File: config.mk
export PLATFORM = sky130hd
export DESIGN_NAME = bram_port_arbiter
export DESIGN_NICKNAME = d
export VERILOG_FILES = /design/src/rtl/bram_arb_pkg.sv /design/src/rtl/bram_arb_rr_pick.sv /design/src/rtl/bram_port_arbiter.sv
export SDC_FILE = /design/constraint.sdc
export NUM_CORES = 1
export LEC_CHECK = 0
export CORE_AREA = 2 2 85 87
export DETAILED_ROUTE_END_ITERATION = 12
export DIE_AREA = 0 0 87 89
export HOLD_SLACK_MARGIN = 0.02
export PLACE_DENSITY_LB_ADDON = 0.08
export SYNTH_ARGS = -nofsm -noshare
export SYNTH_HDL_FRONTEND = slang
export SYNTH_HIERARCHICAL = 1
export SYNTH_SLANG_ARGS = --single-unit
File: constraint.sdc
create_clock -name clk -period 7 [get_ports clk]
set_input_delay 1.75 -clock clk [delete_from_list [all_inputs] [get_ports clk]]
set_output_delay 1.75 -clock clk [all_outputs]
set_load 0.01 [all_outputs]
File: src/rtl/bram_arb_pkg.sv
// Shared types and sizing constants for the BRAM port-B arbiter.
package bram_arb_pkg;

  localparam int ARB_MAX_REQ = 8;
  localparam int ARB_IDX_W   = $clog2(ARB_MAX_REQ);

  typedef enum logic [0:0] {
    UNLOCKED = 1'b0,
    LOCKED   = 1'b1
  } lock_state_t;

  typedef struct packed {
    logic                 vld;
    logic [ARB_IDX_W-1:0] idx;
  } rd_tag_t;

endpackage

File: src/rtl/bram_arb_rr_pick.sv
// Round-robin picker: rotate requests by rr_ptr, take the first set bit, unrotate.
// Purely combinational; rr_ptr_i must be below NREQ.
module bram_arb_rr_pick
  import bram_arb_pkg::*;
#(
  parameter int NREQ = 2
) (
  input  logic [NREQ-1:0]      req_i,
  input  logic [ARB_IDX_W-1:0] rr_ptr_i,
  output logic [NREQ-1:0]      gnt_o,
  output logic [ARB_IDX_W-1:0] idx_o,
  output logic                 any_o
);

  logic [NREQ-1:0]      rot;
  logic [ARB_IDX_W-1:0] off;
  logic [ARB_IDX_W:0]   sum;
  logic                 found;
  int                   j;

  always_comb begin
    rot   = '0;
    off   = '0;
    sum   = '0;
    found = 1'b0;
    j     = 0;
    for (int k = 0; k < NREQ; k++) begin
      j = int'(rr_ptr_i) + k;
      if (j >= NREQ) j = j - NREQ;
      rot[k] = req_i[j];
    end
    for (int k = 0; k < NREQ; k++) begin
      if (!found && rot[k]) begin
        found = 1'b1;
        off   = ARB_IDX_W'(k);
      end
    end
    sum = {1'b0, rr_ptr_i} + {1'b0, off};
    if (sum >= (ARB_IDX_W+1)'(NREQ)) sum = sum - (ARB_IDX_W+1)'(NREQ);
    idx_o = sum[ARB_IDX_W-1:0];
    any_o = found;
    for (int i = 0; i < NREQ; i++) begin
      gnt_o[i] = found && (idx_o == ARB_IDX_W'(i));
    end
  end

endmodule

File: src/rtl/bram_port_arbiter.sv
// Round-robin arbiter with lock for BRAM port B; 0-cycle grant, reads return after RD_LAT.
// Ready is combinational per cycle; optional counters under BRAM_ARB_STATS_EN.
module bram_port_arbiter
  import bram_arb_pkg::*;
#(
  parameter int NREQ   = 2,
  parameter int ADDR_W = 11,
  parameter int DATA_W = 32,
  parameter int RD_LAT = 1
) (
  input  logic                     clk,
  input  logic                     reset,
  input  logic [NREQ-1:0]          req_valid,
  output logic [NREQ-1:0]          req_ready,
  input  logic [NREQ-1:0]          req_lock,
  input  logic [NREQ-1:0]          req_we,
  input  logic [NREQ*DATA_W/8-1:0] req_be,
  input  logic [NREQ*ADDR_W-1:0]   req_addr,
  input  logic [NREQ*DATA_W-1:0]   req_wdata,
  output logic [NREQ-1:0]          rsp_valid,
  output logic [DATA_W-1:0]        rsp_rdata,
  output logic                     bram_en,
  output logic [DATA_W/8-1:0]      bram_we,
  output logic [ADDR_W-1:0]        bram_addr,
  output logic [DATA_W-1:0]        bram_wdata,
  input  logic [DATA_W-1:0]        bram_rdata
`ifdef BRAM_ARB_STATS_EN
  ,
  input  logic                     stat_clr,
  output logic [NREQ*32-1:0]       stat_grants
`endif
);

  localparam int BE_W = DATA_W / 8;
  localparam logic [ARB_IDX_W-1:0] LAST_IDX = ARB_IDX_W'(NREQ - 1);

  lock_state_t          lock_q, lock_d;
  logic [ARB_IDX_W-1:0] owner_q, owner_d;
  logic [ARB_IDX_W-1:0] rr_ptr_q, rr_ptr_d;
  rd_tag_t [RD_LAT-1:0] rd_pipe_q;
  rd_tag_t              rd_tag_d;

  logic [NREQ-1:0]      req_eff;
  logic [NREQ-1:0]      pick_gnt;
  logic [ARB_IDX_W-1:0] pick_idx;
  logic                 pick_any;
  logic [NREQ-1:0]      gnt;
  logic                 accept;
  logic                 acc_we;
  logic                 acc_lock;

  // While locked, everyone except the owner is masked before the round-robin pick.
  always_comb begin
    for (int i = 0; i < NREQ; i++) begin
      req_eff[i] = req_valid[i] && ((lock_q == UNLOCKED) || (owner_q == ARB_IDX_W'(i)));
    end
  end

  bram_arb_rr_pick #(
    .NREQ(NREQ)
  ) u_pick (
    .req_i   (req_eff),
    .rr_ptr_i(rr_ptr_q),
    .gnt_o   (pick_gnt),
    .idx_o   (pick_idx),
    .any_o   (pick_any)
  );

  assign gnt       = pick_gnt & {NREQ{~reset}};
  assign accept    = pick_any & ~reset;
  assign req_ready = gnt;
  assign bram_en   = accept;

  always_comb begin
    bram_we    = '0;
    bram_addr  = '0;
    bram_wdata = '0;
    acc_we     = 1'b0;
    acc_lock   = 1'b0;
    for (int i = 0; i < NREQ; i++) begin
      if (gnt[i]) begin
        bram_we    = req_we[i] ? req_be[i*BE_W +: BE_W] : '0;
        bram_addr  = req_addr[i*ADDR_W +: ADDR_W];
        bram_wdata = req_wdata[i*DATA_W +: DATA_W];
        acc_we     = req_we[i];
        acc_lock   = req_lock[i];
      end
    end
  end

  always_comb begin
    rr_ptr_d = rr_ptr_q;
    lock_d   = lock_q;
    owner_d  = owner_q;
    if (accept) begin
      rr_ptr_d = (pick_idx == LAST_IDX) ? '0 : pick_idx + 1'b1;
      if (acc_lock) begin
        lock_d  = LOCKED;
        owner_d = pick_idx;
      end else begin
        // Only the owner can be accepted while locked, so any unlocked access releases.
        lock_d = UNLOCKED;
      end
    end
    rd_tag_d.vld = accept && !acc_we;
    rd_tag_d.idx = pick_idx;
  end

  always_ff @(posedge clk) begin
    if (reset) begin
      rr_ptr_q  <= '0;
      lock_q    <= UNLOCKED;
      owner_q   <= '0;
      rd_pipe_q <= '0;
    end else begin
      rr_ptr_q     <= rr_ptr_d;
      lock_q       <= lock_d;
      owner_q      <= owner_d;
      rd_pipe_q[0] <= rd_tag_d;
      for (int k = 1; k < RD_LAT; k++) begin
        rd_pipe_q[k] <= rd_pipe_q[k-1];
      end
    end
  end

  always_comb begin
    for (int i = 0; i < NREQ; i++) begin
      rsp_valid[i] = !reset && rd_pipe_q[RD_LAT-1].vld &&
                     (rd_pipe_q[RD_LAT-1].idx == ARB_IDX_W'(i));
    end
  end

  assign rsp_rdata = reset ? '0 : bram_rdata;

`ifdef BRAM_ARB_STATS_EN
  logic [31:0] cnt_q [NREQ];

  // Clear beats a coincident grant; counters stick at all-ones.
  always_ff @(posedge clk) begin
    for (int i = 0; i < NREQ; i++) begin
      if (reset || stat_clr) begin
        cnt_q[i] <= '0;
      end else if (gnt[i] && (cnt_q[i] != 32'hFFFF_FFFF)) begin
        cnt_q[i] <= cnt_q[i] + 32'd1;
      end
    end
  end

  always_comb begin
    for (int i = 0; i < NREQ; i++) begin
      stat_grants[i*32 +: 32] = cnt_q[i];
    end
  end
`endif

endmodule

==> results.json, run 1 <==
{
  "synth_area_leaders": "a22o_1 (28%), nor2b_1 (19%), dfxtp_1 (17%)",
  "syn_inst": 161,
  "first_pass_iters": 4,
  "synth.distinct_cells": 35,
  "die_y_um": 89,
  "grt_max_degree": 49,
  "worstSetupStartpointType": "input pin",
  "async_flop_share_pct": 0,
  "clkLatencyLatePin_ns": 0.24,
  "track_usage_pct": 16.3,
  "clockRootBuffer": "clkbuf_8",
  "synth_nets": 297,
  "floorplan.initialDensity_pct": 19.8,
  "cts_buffers": 3,
  "htree_num_levels": 1,
  "synth_edf_count": 0,
  "drv_slew": 0,
  "ant_nets": 0,
  "grt_pass1_wl_um": 9910,
  "irDropWorstVdd_mv": 0.150,
  "status": "completed",
  "netlist_area_um2": 1330,
  "die_x_um": 87,
  "hold_start": "lock_q$_SDFFE_PP0P_",
  "fp.coreArea_um2": 6720,
  "leakagePower_nw": 1.36,
  "slew_headroom_pct": 76.6,
  "setup_violations": 0,
  "io_pins": 218,
  "path_class": "input pin to output port",
  "cts_tree": "yes",
  "synthFlopType": "dfxtp_1",
  "crit_fanout": 48,
  "finalHoldViolCount": 0,
  "yosysMostFrequentCell": "a22o_1",
  "n_antenna_cell": 0,
  "vias": 2072,
  "regToRegSetupSlack_ns": 3.97,
  "hold_end": "lock_q$_SDFFE_PP0P_",
  "postCtsSetupRepairBufs": 0,
  "whs_ns": 0.509,
  "grt-busiest-layer": "met2",
  "grt_use_met1_pct": 16.7,
  "max_freq_mhz": 148,
  "syn2layout_area_growth_pct": 173,
  "port_buffers": 217,
  "clkTransAtPathRegs_ns": 0.05,
  "dp_hpwl_um": 6260,
  "endpoint_kind": "output port",
  "gp_congestion": 0.732,
  "syn_area_per_cell_um2": 8.26,
  "overflow": 0,
  "hold_class": "flip-flop to flip-flop",
  "cts_sinks": 11,
  "routed_wirelength_um": 7320,
  "vias_per_cell": 4.58,
  "final_nets": 509,
  "grt_util_met2_pct": 32.3,
  "first_global_vias": 1935,
  "antenna_found_initial": 0,
  "cts_buffer_depth": 2,
  "die-area_um2": 7740,
  "fin_crit_sh_pct": 96.3,
  "skew_ns": 0.00639,
  "drive_gt1_share_pct": 5.38,
  "rr_endpoint": "rd_pipe_q[3]$_SDFF_PP0_",
  "synth_common_cells": "a22o_1 (43), nor2b_1 (40), dfxtp_1 (11)",
  "synth-seq-cells": 11,
  "rsz0062_at_grt": "no",
  "num_rows": 30,
  "post-route-min-period_ns": 6.74,
  "wl_per_cell_um": 16.2,
  "maxCapViolations": 0,
  "setup-tns-final_ns": 0,
  "reg2reg_from": "owner_q[2]$_SDFFE_PP0P_",
  "worst_slew_pin_slew_ns": 0.345,
  "cp.arrival_ns": 4.99,
  "reg2reg_depth": 14,
  "synth.yosys.seq_area_share_pct": 16.6,
  "powerDensity_nw_per_um2": 148,
  "whs_path_depth": 2,
  "required_ns": 5.25,
  "synth.largest_area_cell": "a22o_1",
  "grtUsageMet3_pct": 4.89,
  "yosysTopAreaCellShare_pct": 28.3,
  "drc": 0,
  "yosys_warnings": 6,
  "drtIter0Drc": 29
}
==> timing repair <==
action | in CTS | in global routing
pin swaps | 0 | 0
setup endpoints to repair | 9 | 47
hold buffers | 0 | 0
gates cloned | 0 | 0
gates resized for setup | 1 | 1
==> logic make-up (layout without fill, tap and decap cells) <==
family	Yosys count	in the layout	synth area share, %
simple gates	67	67	29.8
fa+ha+maj	2	2	1.88
compound gates	57	57	38.1
xor+xnor	2	2	1.32
flops	11	11	16.6
mux	5	5	4.42
buf+inv	17	228	7.90
==> worst max-delay path: stages <==
cell	delay, ns
clkdlybuf4s50_1	0.45
a21boi_1	0.22
o21ai_0	0.12
ha_1	0.22
ha_1	0.24
xnor2_1	0.21
mux2i_2	0.16
nor4b_2	0.27
nor2b_1	0.19
and2b_1	0.18
buf_12	0.23
a32o_1	0.20
clkdlybuf4s50_1	0.53
==> stage by stage <==
| stage | setup slack, ns | util, % | instance area [µm²] | std cells | total power, mW |
|---|---|---|---|---|---|
| 2_1_floorplan | 1.22 | - | 1330 | 161 | 0.250 |
| 3_3_place_gp | 0.0944 | 53.3 | 3580 | 448 | 0.478 |
| 3_5_place_dp | 0.0277 | 53.3 | 3580 | 448 | 0.478 |
| 4_1_cts | 0.141 | 54.0 | 3630 | 452 | 0.547 |
| 5_1_grt | 0.00232 | 54.0 | 3630 | 452 | 0.573 |
| 6_report | 0.261 | 54.0 | 3630 | 452 | 0.538 |
==> metal layers <==
layer | wire [µm] | part of all wire (%) | vias to the layer above
met3 | 716 | 9.8 | 8
met4 | 100 | 1.4 | 0
met5 | 0 | 0 | -
met2 | 3990 | 54 | 120
met1 | 2510 | 34 | 918
li1 | - | - | 1026
==> cell usage in the layout, fill, tap and decap left out, drive strengths merged, types with 2 or more instances in the layout <==
cell and count:
clkdlybuf4s50 217, a22o 43, nor2b 40, dfxtp 11
nand2 9, nor2 6, buf 6, a32o 4
mux2 4, clkbuf 4, a211oi 3, a31oi 2
ha 2, and2 2, nor4b 2
==> how the worst max path moves through the flow <==
stage,end,from
after floorplan,bram_addr[0],req_valid[1]
after global placement,bram_wdata[10],req_valid[1]
after detailed placement,bram_wdata[4],req_valid[1]
after CTS,bram_wdata[11],req_valid[1]
after global routing,bram_we[3],req_valid[1]
final,bram_we[1],req_valid[1]
==> sequential cells by signal (all words and copies together), names as in the netlist <==
signal     count
lock_q         1
rd_pipe_q      4
owner_q        3
rr_ptr_q       3
==> area by class of cell <==
class | count | area [µm²]
Sequential cell | 11 | 220
Inverter | 1 | 3.75
Fill cell | 631 | 3090
Multi-Input combinational cell | 133 | 1020
Tap cell | 80 | 100
Timing Repair Buffer | 223 | 2240
Clock buffer | 4 | 45.0
==> where the power goes <==
part           internal, mW  total [mW]  switching (mW)
Combinational         0.248       0.397           0.149
Sequential           0.0705      0.0760         0.00550
Clock                0.0400      0.0645          0.0244
Total                 0.358       0.538           0.179
Note: power is estimated with default switching activity, not from simulation.
==> run 2: changes to the inputs <==
PLACE_DENSITY = 0.74   (was not set)
PLACE_DENSITY_LB_ADDON = not set   (was 0.08)
SYNTH_HIERARCHICAL = not set   (was 1)
==> results.json, run 2 <==
{
  "status": "completed",
  "setup_slack_ns": 0.317,
  "worstSetupStartpointType": "input pin",
  "max_freq_mhz": 150,
  "holdBufCountCts": 0,
  "yosys_warnings": 0,
  "cp.arrival_ns": 4.93,
  "place_ws_ns": 0.345,
  "clkTransAtPathRegs_ns": 0.05,
  "worst_slew_pin_slew_ns": 0.754,
  "skew_ns": 0.00576,
  "final_common_cell": "clkdlybuf4s50_1",
  "cts_buffer_depth": 2,
  "syn_area_per_cell_um2": 7.50,
  "irDropWorstVdd_mv": 0.156,
  "fp.coreArea_um2": 6720,
  "cts_tree": "yes",
  "synthAdderAreaFrac_pct": 1.56,
  "path_class": "input pin to output port",
  "n_antenna_cell": 0,
  "num_rows": 30,
  "layout_common_cells": "clkdlybuf4s50_1 (217), nor2_1 (50), mux2i_1 (47)",
  "synthFlopType": "dfxtp_1",
  "powerDensity_nw_per_um2": 220,
  "synth_compound_area_share_pct": 8.42,
  "post-route-min-period_ns": 6.68,
  "synth-seq-cells": 11,
  "synth.yosys.seq_area_share_pct": 13.7,
  "synth_top_family_by_area": "simple AND/OR/NAND/NOR gates",
  "track_usage_pct": 18.3,
  "syn_inst": 214,
  "synth_area_leaders": "mux2i_1 (29%), dfxtp_1 (14%), nor2b_1 (13%)",
  "final_nets": 558,
  "synthMuxAreaShare_pct": 30.2,
  "yosysTopAreaCellShare_pct": 29.3,
  "synth_nets": 350,
  "synth_xor_xnor_area_share_pct": 0.546,
  "synth_common_cells": "nor2_1 (50), mux2i_1 (47), nor2b_1 (33)",
  "yosys.area_share.simple_pct": 39.3,
  "dp_hpwl_um": 6300,
  "routed_wirelength_um": 7470,
  "leakagePower_nw": 1.46,
  "vias": 2281,
  "die_y_um": 89,
  "netlist_area_um2": 1610,
  "synth.distinct_cells": 34,
  "maxCapViolations": 0,
  "largest_register": "rd_pipe_q",
  "cts_buffers": 3,
  "drive_gt1_share_pct": 4.75,
  "reg_top3": "rd_pipe_q: 4 flops, owner_q: 3 flops, rr_ptr_q: 3 flops",
  "power_mw": 0.853,
  "endpoint_kind": "output port",
  "die_x_um": 87,
  "yosysMostFrequentCell": "nor2_1",
  "gp_congestion": 0.805,
  "rsz0062_at_grt": "no",
  "crit_fanout": 49,
  "drv_slew": 0,
  "io_pins": 218,
  "vias_per_cell": 4.55,
  "antenna_found_initial": 0,
  "slew_headroom_pct": 49.7,
  "ant_nets": 0,
  "hold_class": "flip-flop to flip-flop",
  "overflow": 0,
  "largest_register_ffs": 4,
  "fin_crit_sh_pct": 95.5,
  "cts_resized": 0,
  "setup-tns-final_ns": 0,
  "finalHoldViolCount": 0,
  "grt_max_degree": 50,
  "synth.largest_area_cell": "mux2i_1",
  "clockRootBuffer": "clkbuf_8",
  "die-area_um2": 7740,
  "postCtsSetupRepairBufs": 0,
  "async_flop_share_pct": 0,
  "drc": 0,
  "port_buffers": 217,
  "htree_num_levels": 1,
  "first_pass_iters": 4,
  "wl_per_cell_um": 14.9,
  "setup_violations": 0,
  "clkLatencyLatePin_ns": 0.24,
  "syn2layout_area_growth_pct": 142,
  "synth_edf_count": 0,
  "first_global_vias": 2257,
  "grt_pass1_wl_um": 11100,
  "required_ns": 5.25,
  "floorplan.initialDensity_pct": 23.9,
  "cts_sinks": 11,
  "drtIter0Drc": 75
}
==> run 2: worst max-delay path: stages <==
cell,delay [ns]
clkdlybuf4s50_1,0.48
nand3b_1,0.11
o21ai_0,0.08
nand3_1,0.08
o21ai_0,0.09
ha_2,0.20
ha_1,0.37
nand3b_1,0.19
a21oi_1,0.14
or3_2,0.47
buf_12,0.21
nor2_1,0.15
clkdlybuf4s50_1,0.59
==> run 2: final timing paths <==
check	from	end	slack, ns	cells after the start
hold / removal	owner_q[1]$_SDFFE_PP0P_	owner_q[1]$_SDFFE_PP0P_	0.47	1
hold reg to reg	owner_q[1]$_SDFFE_PP0P_	owner_q[1]$_SDFFE_PP0P_	0.47	1
setup / recovery	req_valid[1]	bram_wdata[4]	0.32	13
setup reg to reg	rr_ptr_q[0]$_SDFFE_PP0P_	rr_ptr_q[1]$_SDFFE_PP0P_	4.25	10
==> run 2: cell families (layout without fill, tap and decap cells) <==
| group | Yosys count | count (layout) |
|---|---|---|
| compound gates | 18 | 18 |
| xor+xnor | 1 | 1 |
| fa+ha+maj | 2 | 2 |
| buf+inv | 20 | 227 |
| flops | 11 | 11 |
| mux | 48 | 48 |
| simple gates | 114 | 114 |
==> run 2: metal layers <==
| layer | track usage (%) | part of all wire [%] | vias to the layer above |
|---|---|---|---|
| met5 | 0 | 0 | - |
| met1 | 17.7 | 34 | 992 |
| li1 | - | - | 1141 |
| met4 | 4.69 | 1.5 | 0 |
| met3 | 7.66 | 14 | 10 |
| met2 | 35.6 | 51 | 138 |
==> run 2: metrics by stage <==
stage | util (%) | area [µm²] | hold slack [ns] | instances
after floorplan | - | 1610 | 0.457 | 214
after CTS | 57.8 | 3880 | 0.473 | 501
after global placement | 57.2 | 3840 | 0.463 | 497
final | 57.8 | 3880 | 0.474 | 501
after global routing | 57.8 | 3880 | 0.485 | 501
after detailed placement | 57.2 | 3840 | 0.466 | 497
==> run 2: final cells by class <==
type / count / area [µm²]
clock buffers: 4 / 45.0
repair buffers: 220 / 2220
flip-flops and latches: 11 / 220
fillers: 597 / 2830
well taps: 80 / 100
inverters: 3 / 11.3
multi-input cells: 183 / 1290
==> run 2: power breakdown <==
part	internal, mW	total (mW)	switching (mW)
Clock	0.0399	0.0627	0.0228
Combinational	0.389	0.707	0.319
Sequential	0.0735	0.0831	0.00958
==> run 3: changes to the inputs <==
GPL_ROUTABILITY_DRIVEN = 0   (was not set)
==> results of run 3 <==
Final layout, timing and power as in run 2 (identical DEF).
